### src/rtl/pwm_capture_pkg.sv
// Shared types and helpers for the pwm_capture block.
// Optional idle timeout is compiled in with PWM_CAPTURE_TIMEOUT_EN.
package pwm_capture_pkg;

  // Per-channel measurement state
  typedef enum logic [1:0] {
    ST_IDLE      = 2'd0,
    ST_WAIT_RISE = 2'd1,
    ST_MEASURE   = 2'd2
  } state_t;

  // Returns {rise, fall} from the synchronized level and its delayed copy
  function automatic logic [1:0] edge_detect(input logic s, input logic s_d);
    return {s & ~s_d, ~s & s_d};
  endfunction

endpackage

### src/rtl/pwm_capture_channel.sv
// One PWM measurement channel: synchronizer, registered edge detect,
// IDLE/WAIT_RISE/MEASURE FSM, saturating counter and hold registers.
// With PWM_CAPTURE_TIMEOUT_EN an idle counter re-arms a stalled channel.
module pwm_capture_channel
  import pwm_capture_pkg::*;
#(
  parameter int CNT_WIDTH      = 32,
  parameter int SYNC_STAGES    = 2,
  parameter int TIMEOUT_CYCLES = 1000000,
  parameter bit REF_SOURCE     = 1'b0
) (
  input  logic                 clk,
  input  logic                 reset,
  input  logic                 i_enable,
  input  logic                 i_pwm,
  input  logic [CNT_WIDTH-1:0] i_ref_offset,
  output logic                 o_ref_rise,
  output logic [CNT_WIDTH-1:0] o_period,
  output logic [CNT_WIDTH-1:0] o_width,
  output logic [CNT_WIDTH-1:0] o_offset,
  output logic                 o_valid,
  output logic                 o_overflow,
  output logic                 o_timeout
);

  localparam logic [CNT_WIDTH-1:0] CNT_MAX = {CNT_WIDTH{1'b1}};

  logic [SYNC_STAGES-1:0] r_sync;
  logic                   r_s_d;
  logic                   r_rise;
  logic                   r_fall;
  logic [1:0]             w_edges;

  state_t                 r_state;
  logic [CNT_WIDTH-1:0]   r_cnt;
  logic [CNT_WIDTH-1:0]   r_width_hold;
  logic [CNT_WIDTH-1:0]   r_offset_hold;
  logic [CNT_WIDTH-1:0]   r_period;
  logic [CNT_WIDTH-1:0]   r_width;
  logic [CNT_WIDTH-1:0]   r_offset;
  logic                   r_valid;
  logic                   r_overflow;

`ifdef PWM_CAPTURE_TIMEOUT_EN
  localparam int IDLE_W = $clog2(TIMEOUT_CYCLES + 1);
  localparam logic [IDLE_W-1:0] IDLE_LAST = IDLE_W'(TIMEOUT_CYCLES - 1);
  logic [IDLE_W-1:0]      r_idle;
  logic                   r_timeout;
`endif

  assign w_edges = edge_detect(r_sync[SYNC_STAGES-1], r_s_d);

  // Synchronize the pin, then register the detected edges
  always_ff @(posedge clk) begin
    if (reset) begin
      r_sync <= '0;
      r_s_d  <= 1'b0;
      r_rise <= 1'b0;
      r_fall <= 1'b0;
    end else begin
      r_sync <= {r_sync[SYNC_STAGES-2:0], i_pwm};
      r_s_d  <= r_sync[SYNC_STAGES-1];
      r_rise <= w_edges[1];
      r_fall <= w_edges[0];
    end
  end

  // Measurement FSM: count between rises, capture width on fall, publish on rise
  always_ff @(posedge clk) begin
    if (reset) begin
      r_state       <= ST_IDLE;
      r_cnt         <= '0;
      r_width_hold  <= '0;
      r_offset_hold <= '0;
      r_period      <= '0;
      r_width       <= '0;
      r_offset      <= '0;
      r_valid       <= 1'b0;
      r_overflow    <= 1'b0;
`ifdef PWM_CAPTURE_TIMEOUT_EN
      r_idle        <= '0;
      r_timeout     <= 1'b0;
`endif
    end else if (!i_enable) begin
      // Results are kept for software; only live state and sticky flags clear
      r_state    <= ST_IDLE;
      r_cnt      <= '0;
      r_valid    <= 1'b0;
      r_overflow <= 1'b0;
`ifdef PWM_CAPTURE_TIMEOUT_EN
      r_idle     <= '0;
      r_timeout  <= 1'b0;
`endif
    end else begin
      r_valid <= 1'b0;
      case (r_state)
        ST_IDLE: r_state <= ST_WAIT_RISE;
        ST_WAIT_RISE: begin
          if (r_rise) begin
            r_state       <= ST_MEASURE;
            r_cnt         <= CNT_WIDTH'(1);
            r_offset_hold <= i_ref_offset;
          end
        end
        ST_MEASURE: begin
          if (r_rise) begin
            r_period      <= r_cnt;
            r_width       <= r_width_hold;
            r_offset      <= r_offset_hold;
            r_valid       <= 1'b1;
            r_cnt         <= CNT_WIDTH'(1);
            r_offset_hold <= i_ref_offset;
          end else begin
            if (r_cnt == CNT_MAX) r_overflow <= 1'b1;
            else                  r_cnt      <= r_cnt + 1'b1;
            if (r_fall) r_width_hold <= r_cnt;
          end
        end
        default: r_state <= ST_IDLE;
      endcase
`ifdef PWM_CAPTURE_TIMEOUT_EN
      // A quiet input re-arms the channel; this overrides the FSM step above
      if (r_state == ST_IDLE || r_rise || r_fall) begin
        r_idle <= '0;
      end else if (r_idle == IDLE_LAST) begin
        r_idle    <= '0;
        r_state   <= ST_WAIT_RISE;
        r_timeout <= 1'b1;
      end else begin
        r_idle <= r_idle + 1'b1;
      end
`endif
    end
  end

  // Only the reference channel drives the shared rise line
  assign o_ref_rise = REF_SOURCE & r_rise;
  assign o_period   = r_period;
  assign o_width    = r_width;
  assign o_offset   = r_offset;
  assign o_valid    = r_valid;
  assign o_overflow = r_overflow;
`ifdef PWM_CAPTURE_TIMEOUT_EN
  assign o_timeout  = r_timeout;
`else
  // No idle counter in this build: flag is a constant 0
  assign o_timeout  = (TIMEOUT_CYCLES < 0);
`endif

endmodule

### src/rtl/pwm_capture.sv
// Multi-channel PWM capture: period, high width and rise offset vs channel 0.
// Define PWM_CAPTURE_TIMEOUT_EN to enable per-channel idle timeout.
module pwm_capture
  import pwm_capture_pkg::*;
#(
  parameter int N_CHANNELS     = 4,
  parameter int CNT_WIDTH      = 32,
  parameter int SYNC_STAGES    = 2,
  parameter int TIMEOUT_CYCLES = 1000000
) (
  input  logic                            clk,
  input  logic                            reset,
  input  logic                            enable,
  input  logic [N_CHANNELS-1:0]           pwm_in,
  output logic [N_CHANNELS*CNT_WIDTH-1:0] period,
  output logic [N_CHANNELS*CNT_WIDTH-1:0] width,
  output logic [N_CHANNELS*CNT_WIDTH-1:0] offset,
  output logic [N_CHANNELS-1:0]           meas_valid,
  output logic [31:0]                     nb_pulses,
  output logic [N_CHANNELS-1:0]           overflow,
  output logic [N_CHANNELS-1:0]           timeout
);

  logic [N_CHANNELS-1:0] w_ref_rise;
  logic                  w_rise0;
  logic [CNT_WIDTH-1:0]  w_ref_offset;
  logic [CNT_WIDTH-1:0]  r_ref_cnt;
  logic [31:0]           r_nb_pulses;

  assign w_rise0      = |w_ref_rise;
  // A channel rising together with channel 0 sees offset 0
  assign w_ref_offset = w_rise0 ? '0 : r_ref_cnt;

  // Cycles since the last channel-0 rise, saturating
  always_ff @(posedge clk) begin
    if (reset || !enable)        r_ref_cnt <= '0;
    else if (w_rise0)            r_ref_cnt <= CNT_WIDTH'(1);
    else if (r_ref_cnt != '1)    r_ref_cnt <= r_ref_cnt + 1'b1;
  end

  // Channel-0 rise counter since enable, free-wrapping
  always_ff @(posedge clk) begin
    if (reset || !enable) r_nb_pulses <= '0;
    else if (w_rise0)     r_nb_pulses <= r_nb_pulses + 32'd1;
  end

  assign nb_pulses = r_nb_pulses;

  generate
    for (genvar gi = 0; gi < N_CHANNELS; gi++) begin : g_ch
      pwm_capture_channel #(
        .CNT_WIDTH      (CNT_WIDTH),
        .SYNC_STAGES    (SYNC_STAGES),
        .TIMEOUT_CYCLES (TIMEOUT_CYCLES),
        .REF_SOURCE     (gi == 0)
      ) u_ch (
        .clk          (clk),
        .reset        (reset),
        .i_enable     (enable),
        .i_pwm        (pwm_in[gi]),
        .i_ref_offset (w_ref_offset),
        .o_ref_rise   (w_ref_rise[gi]),
        .o_period     (period[gi*CNT_WIDTH +: CNT_WIDTH]),
        .o_width      (width[gi*CNT_WIDTH +: CNT_WIDTH]),
        .o_offset     (offset[gi*CNT_WIDTH +: CNT_WIDTH]),
        .o_valid      (meas_valid[gi]),
        .o_overflow   (overflow[gi]),
        .o_timeout    (timeout[gi])
      );
    end
  endgenerate

endmodule
### config.mk
export PLATFORM = sky130hd
export DESIGN_NAME = pwm_capture
export DESIGN_NICKNAME = d
export VERILOG_FILES = /design/src/rtl/pwm_capture_pkg.sv /design/src/rtl/pwm_capture_channel.sv /design/src/rtl/pwm_capture.sv
export SDC_FILE = /design/constraint.sdc
export NUM_CORES = 2
export LEC_CHECK = 0
export BUFFER_PORTS_ARGS = -buffer_cell sky130_fd_sc_hd__buf_2
export CORE_ASPECT_RATIO = 0.6
export CORE_UTILIZATION = 62
export CTS_BUF_LIST = sky130_fd_sc_hd__clkbuf_16
export CTS_CLUSTER_DIAMETER = 150
export CTS_CLUSTER_SIZE = 24
export DETAILED_ROUTE_END_ITERATION = 8
export GPL_TIMING_DRIVEN = 0
export HOLD_SLACK_MARGIN = 0.03
export PLACE_DENSITY = 0.9
export SLEW_MARGIN = 20
export SYNTH_ARGS = -nofsm -noshare
export SYNTH_HDL_FRONTEND = slang
export SYNTH_SLANG_ARGS = --single-unit
### constraint.sdc
create_clock -name clk -period 7.4 [get_ports clk]
set_input_delay 0.74 -clock clk [delete_from_list [all_inputs] [get_ports clk]]
set_output_delay 0.74 -clock clk [all_outputs]
set_load 0.1 [all_outputs]
== Word-level counts from Yosys, hierarchy flattened ==
Cells that the tools add are included.
Cells by class
  reductions and logical operators: 45
  mux-type cells: 31
  bitwise operators: 25
  add/subtract/negate cells: 6
  equality and inequality tests: 21
Operator list (count)
  $mux W32: 13
  $pmux W32 S2: 4
  $add A32 B1 Y32 const B: 6
  $eq A32 B32 Y1 const B: 4
  $reduce_and A3 Y1: 16
  $ne A32 B32 Y1 const B: 1
  $pmux W2 S3: 4
  $not A1 Y1: 17
  $reduce_and A4 Y1: 4
  $ne A3 B2 Y1 const B: 4
  $reduce_or A2 Y1: 6
  $reduce_or A3 Y1: 4
  $reduce_bool A2 Y1: 5
  $and A1 B1 Y1: 8
  $eq A2 B1 Y1 const B: 4
  $eq A2 B2 Y1 const B: 4
  $logic_not A2 Y1: 4
  $mux W2: 4
  $ne A2 B1 Y1 const B: 4
  $reduce_and A2 Y1: 4
  $mux W1: 6
  $logic_not A1 Y1: 1
  $logic_or A1 B1 Y1: 1
Storage, ports and cells
  output and inout bits: 428
  flip-flop bits (word level): 868
  bits of input ports: 7
  word-level logic and storage cells: 183

== Logic depth before layout (Yosys ltp) ==
  depth after elaboration: 4
  gate-level depth with buffers: 10

== Cells and area by module ==
Synthesis repeated with hierarchy kept, for this count alone.
Second synthesis, totals
  cells, all modules: 4395
  area total of the unflattened synthesis: 35022.3 um^2
Modules (own cells, without submodules)
  pwm_capture_channel (g_ch[1].u_ch ...): cells an instance 997, instances 3, sequential area each 4023.9 um^2, area an instance 7922.6 um^2
  pwm_capture_channel (g_ch[0].u_ch): cells an instance 996, instances 1, sequential area each 4023.9 um^2, area an instance 7915.1 um^2
  pwm_capture: cells an instance 408, instances 1, sequential area each 1281.2 um^2, area an instance 3339.5 um^2

== Worst setup path after synthesis ==
No wires, ideal clock.
  path kind: reg-to-reg
  from: register r_nb_pulses[6] (netlist: nb_pulses[6])
  to: register r_nb_pulses[27] (netlist: nb_pulses[27])
  setup time: 0.067 ns
  required time: 7.333 ns
  arrival time: 2.589 ns
  slack: 4.744 ns
  stages on the path, launching flop included: 7
  cells stage by stage: dfxtp_1 -> and4_1 -> nand4_1 -> nor4_1 -> nand4_1 -> xor2_1 -> nor2_1
On the way
  word-level cells in the longest chain between the ends: 1
RTL lines
  start, declared: line pwm_capture.sv:28  | logic [31:0] r_nb_pulses;
  start signal, assigned: line pwm_capture.sv:44  | else if (w_rise0) r_nb_pulses <= r_nb_pulses + 32'd1;
  $add A32 B1 Y32: line pwm_capture.sv:44
No other way between the ends.
A chain may end at the register's enable or synchronous reset.

== Final worst setup path ==
  from: input port enable
  to: register g_ch[1].u_ch.r_width[18]
On the way
  word-level cells in the longest chain between the ends: 1
RTL lines
  start, declared: line pwm_capture.sv:13  | input logic enable,
  $reduce_and A3 Y1 (no line)
  end signal, assigned: line pwm_capture_channel.sv:108  | r_width <= r_width_hold;
  end, declared: line pwm_capture_channel.sv:39  | logic [CNT_WIDTH-1:0] r_width;
No other way between the ends.

==> impl_metrics.tcl <==
set metrics [dict create \
    outcome "completed" \
    clock-sinks 868 \
    hpwlAfterDp_um 75700 \
    timing.critical_path.arrival_ns 3.95 \
    clock_tree.htree_level_count 2 \
    yosysWarningCount 0 \
    route.detailed.vias_per_inst 5.99 \
    final-max-slew-violation-count 0 \
    groute.layer.met3.usage_pct 7.44 \
    finClkSkew_ns 0.0334 \
    maxCapViolCount 0 \
    die_y_um 181 \
    worst_slew_pin_slew_ns 1.10 \
    vdd.ir_drop.worst_v 0.000186 \
    number_of_global_route_vias_before_repair 28500 \
    synth.cells.most_frequent "1325 x sky130_fd_sc_hd__nand2_1, 868 x sky130_fd_sc_hd__dfxtp_1, 714 x sky130_fd_sc_hd__a21oi_1, 255 x sky130_fd_sc_hd__clkbuf_1, 161 x sky130_fd_sc_hd__nor2_1" \
    gr-usage-met2_pct 51.6 \
    via_count 32200 \
    startpoint "enable" \
    final-seq-area_um2 17400 \
    ant_nets 0 \
    yosys.cell_types.count 69 \
    postLayoutCellArea_um2 37400 \
    muxShareOfSynthArea_pct 0.362 \
    multiInputGateArea_um2 14400 \
    dpl_worst_slack_ns 3.39 \
    cts_tree "built" \
    groute.usage.overall_pct 36.4 \
    worstPathRequired_ns 7.85 \
    timing.max_slew.rel_slack_pct 26.0 \
    clock-root-buffer "sky130_fd_sc_hd__clkbuf_16" \
    min-delay-path-class "in2reg" \
    synth_most_common_cell "sky130_fd_sc_hd__nand2_1" \
    p_per_area_nw_per_um2 200 \
    fill_cells 4263 \
    finalNetCount 4688 \
    slowest_delay_ns 0.73 \
    number_of_antenna_violations_at_the_first_check_in_global_routing 4 \
    syn-mean-instance-area_um2 7.94 \
    drt-pass1-iter-count 6 \
    place_congestion 1.01 \
    timing.final.crit_share_pct 47.4 \
    p_leak_nw 13.4 \
    worst_setup_path_end_kind "flop" \
    wire_length_of_the_first_global_routing_pass_um 159000 \
    clk_transition_reported_paths_ns 0.10 \
    dpl_cell_area_um2 36300 \
    post_synth_fa_ha_maj_area_fraction_pct 0.829 \
    clock_tree.buffer_depth 3 \
    timing.critical_path.fanout_max 10 \
    syn_area_um2 33200 \
    fin_setup_tns_ns 0 \
    post_cts_hold_buffer_count 0 \
    synthArstFlopShare_pct 0 \
    globalRoute.busiestLayer "met1" \
    synthSimpleGateAreaFrac_pct 25.5 \
    setup_viol 0 \
    flow.area_growth_from_synthesis_pct 12.5 \
    synth_top_area_share_pct 52.3 \
    die-width_um 301 \
    ys_top_cells_by_area "sky130_fd_sc_hd__dfxtp_1 52%, sky130_fd_sc_hd__nand2_1 15%, sky130_fd_sc_hd__a21oi_1 11%, sky130_fd_sc_hd__clkbuf_1 2.9%, sky130_fd_sc_hd__nor2_1 1.8%" \
    critPathTopFamily "buffers and inverters" \
    synth_compound_gate_area_share_pct 15.2 \
    synth_flop_cell "sky130_fd_sc_hd__dfxtp_1" \
    layout-drive-gt1-share_pct 11.6 \
    count_of_standard_cell_rows 65 \
    synth-edff-count 0 \
    final_hold_slack_ns 0.344 \
    grt_use_met1_pct 54.2 \
    synth_area_leader_cell "sky130_fd_sc_hd__dfxtp_1" \
    crit_chain "buf_2 > clkbuf_1 > clkbuf_1 > nand3_1 > clkbuf_1 > buf_1 > nand2_1 > a21oi_1" \
    drc 0 \
    synth-seq-area-share_pct 52.3 \
    worst_path_max_delay_cell "sky130_fd_sc_hd__clkbuf_1" \
    timing.rr.start "g_ch[0].u_ch.o_ref_rise" \
    total_die_area_um2 54500 \
    synth_seq_cells 868 \
    starting_density_of_the_core_pct 63.0 \
    globalRouteOverflowTotal 0 \
    syn_inst 4183 \
    floorplan_core_area_um2 52700 \
    post_cts.repair.setup_buffers 0 \
    port_buffers 429 \
    critPathLaunchType "primary input" \
    clk-insertion-delay-late_ns 0.61 \
    drt_first_iter_violations 4405 \
    final_setup_slack_of_the_worst_path_ns 3.89 \
    critical_path.most_common_cell "sky130_fd_sc_hd__clkbuf_1" \
    unrepaired_setup_endpoints_after_global_routing "no" \
    synth_top_family_by_area "simple AND/OR/NAND/NOR gates" \
    ioPinCount 435 \
    wl_per_cell_um 19.1 \
    cts_inserted_buffers 42 \
    pin_count_of_the_biggest_net_entering_global_routing 25 \
    routed_wl_um 102000 \
    layout_min_cycle_time_ns 3.51 \
    synth_xor_xnor_area_share_pct 1.45 \
    crit_buf_inv 5 \
    path_class "in2reg" \
    cts_resized 0 \
    hold_start "pwm_in[2]" \
    finalHoldViolCount 0 \
    maxClockFrequency_mhz 285 \
]
[stage by stage]
stage,cells,utilization [%],total power [mW]
3_3_place_gp,5318,68.8,5.02
2_1_floorplan,4186,-,4.94
5_1_grt,5366,70.9,7.66
6_report,5366,70.9,7.47
3_5_place_dp,5318,68.8,5.03
4_1_cts,5363,70.9,7.46
[flip-flops by register name, summed over array words and instances, names as in the netlist]
register / flops
g_ch.u_ch.o_period: 128
g_ch.u_ch.o_width: 128
nb_pulses: 32
g_ch.u_ch.o_overflow: 4
g_ch.u_ch.o_valid: 4
g_ch.u_ch.r_sync: 8
r_ref_cnt: 32
g_ch.u_ch.o_ref_rise: 1
g_ch.u_ch.r_offset_hold: 128
g_ch.u_ch.r_width_hold: 128
g_ch.u_ch.r_state: 8
g_ch.u_ch.r_cnt: 128
g_ch.u_ch.o_offset: 128
g_ch.u_ch.r_rise: 3
g_ch.u_ch.r_s_d: 4
g_ch.u_ch.r_fall: 4
[metal layers]
metal,up-vias,routed length [um],part of all wire (%)
li1,14900,-,-
met5,-,13,0.013
met1,15100,44300,43
met4,2,4180,4.1
met2,1949,42100,41
met3,256,11900,12
[cells by family (layout without fill, tap and decap cells)]
group                      count (synthesis)  in the layout
adders and majority gates                 22             22
muxes                                     12             12
AOI/OAI and AO/OA                        935            935
buffers and inverters                    346            820
xor gates and xnor gates                  55             55
and+or+nand+nor                         1944           1944
DFF                                      868            868
other                                      1              7
[area by class of cell]
cell class,count,area share (%)
well taps,703,2.35
multi-input cells,2972,38.6
flip-flops and latches,868,46.5
clock buffers,43,2.88
plain buffers,324,3.65
repair buffers,429,5.74
inverters,22,0.221
clock inverters,2,0.0770
diodes,3,0.0201
[path summary, 6_finish.rpt]
path | endpoint | slack (ns) | depth (start not counted)
min reg2reg | g_ch[2].u_ch.r_rise | 0.41 | 1
max reg2reg | g_ch[0].u_ch.r_cnt[31] | 4.08 | 8
min | g_ch[2].u_ch.r_sync[0] | 0.34 | 2
max | g_ch[1].u_ch.o_width[18] | 3.89 | 8
[report_power, final]
| group | switching (mW) | total, mW | internal (mW) |
|---|---|---|---|
| Sequential | 0.00776 | 4.68 | 4.67 |
| Clock | 1.49 | 2.54 | 1.05 |
| Combinational | 0.199 | 0.247 | 0.0480 |
| Total | 1.70 | 7.47 | 5.78 |
[placed cells by master, fill, tap and decap left out, types with 11 or more instances in the layout]
cell,instances
sky130_fd_sc_hd__a211oi_1,11
sky130_fd_sc_hd__a21oi_1,714
sky130_fd_sc_hd__a311oi_1,17
sky130_fd_sc_hd__a31oi_1,35
sky130_fd_sc_hd__and2_1,43
sky130_fd_sc_hd__and3_1,50
sky130_fd_sc_hd__and4_1,21
sky130_fd_sc_hd__buf_1,27
sky130_fd_sc_hd__buf_2,444
sky130_fd_sc_hd__buf_4,14
sky130_fd_sc_hd__clkbuf_1,254
sky130_fd_sc_hd__clkbuf_16,43
sky130_fd_sc_hd__dfxtp_1,868
sky130_fd_sc_hd__ha_1,22
sky130_fd_sc_hd__inv_1,22
sky130_fd_sc_hd__mux2i_1,12
sky130_fd_sc_hd__nand2_1,1325
sky130_fd_sc_hd__nand3_1,91
sky130_fd_sc_hd__nand4_1,50
sky130_fd_sc_hd__nor2_1,161
sky130_fd_sc_hd__nor2b_1,53
sky130_fd_sc_hd__nor3_1,34
sky130_fd_sc_hd__nor4_1,22
sky130_fd_sc_hd__o211ai_1,14
sky130_fd_sc_hd__o21ai_0,83
sky130_fd_sc_hd__o31ai_1,11
sky130_fd_sc_hd__or3_1,23
sky130_fd_sc_hd__or4_1,12
sky130_fd_sc_hd__xnor2_1,30
sky130_fd_sc_hd__xor2_1,25
Note: power is estimated with default switching activity, not from simulation.
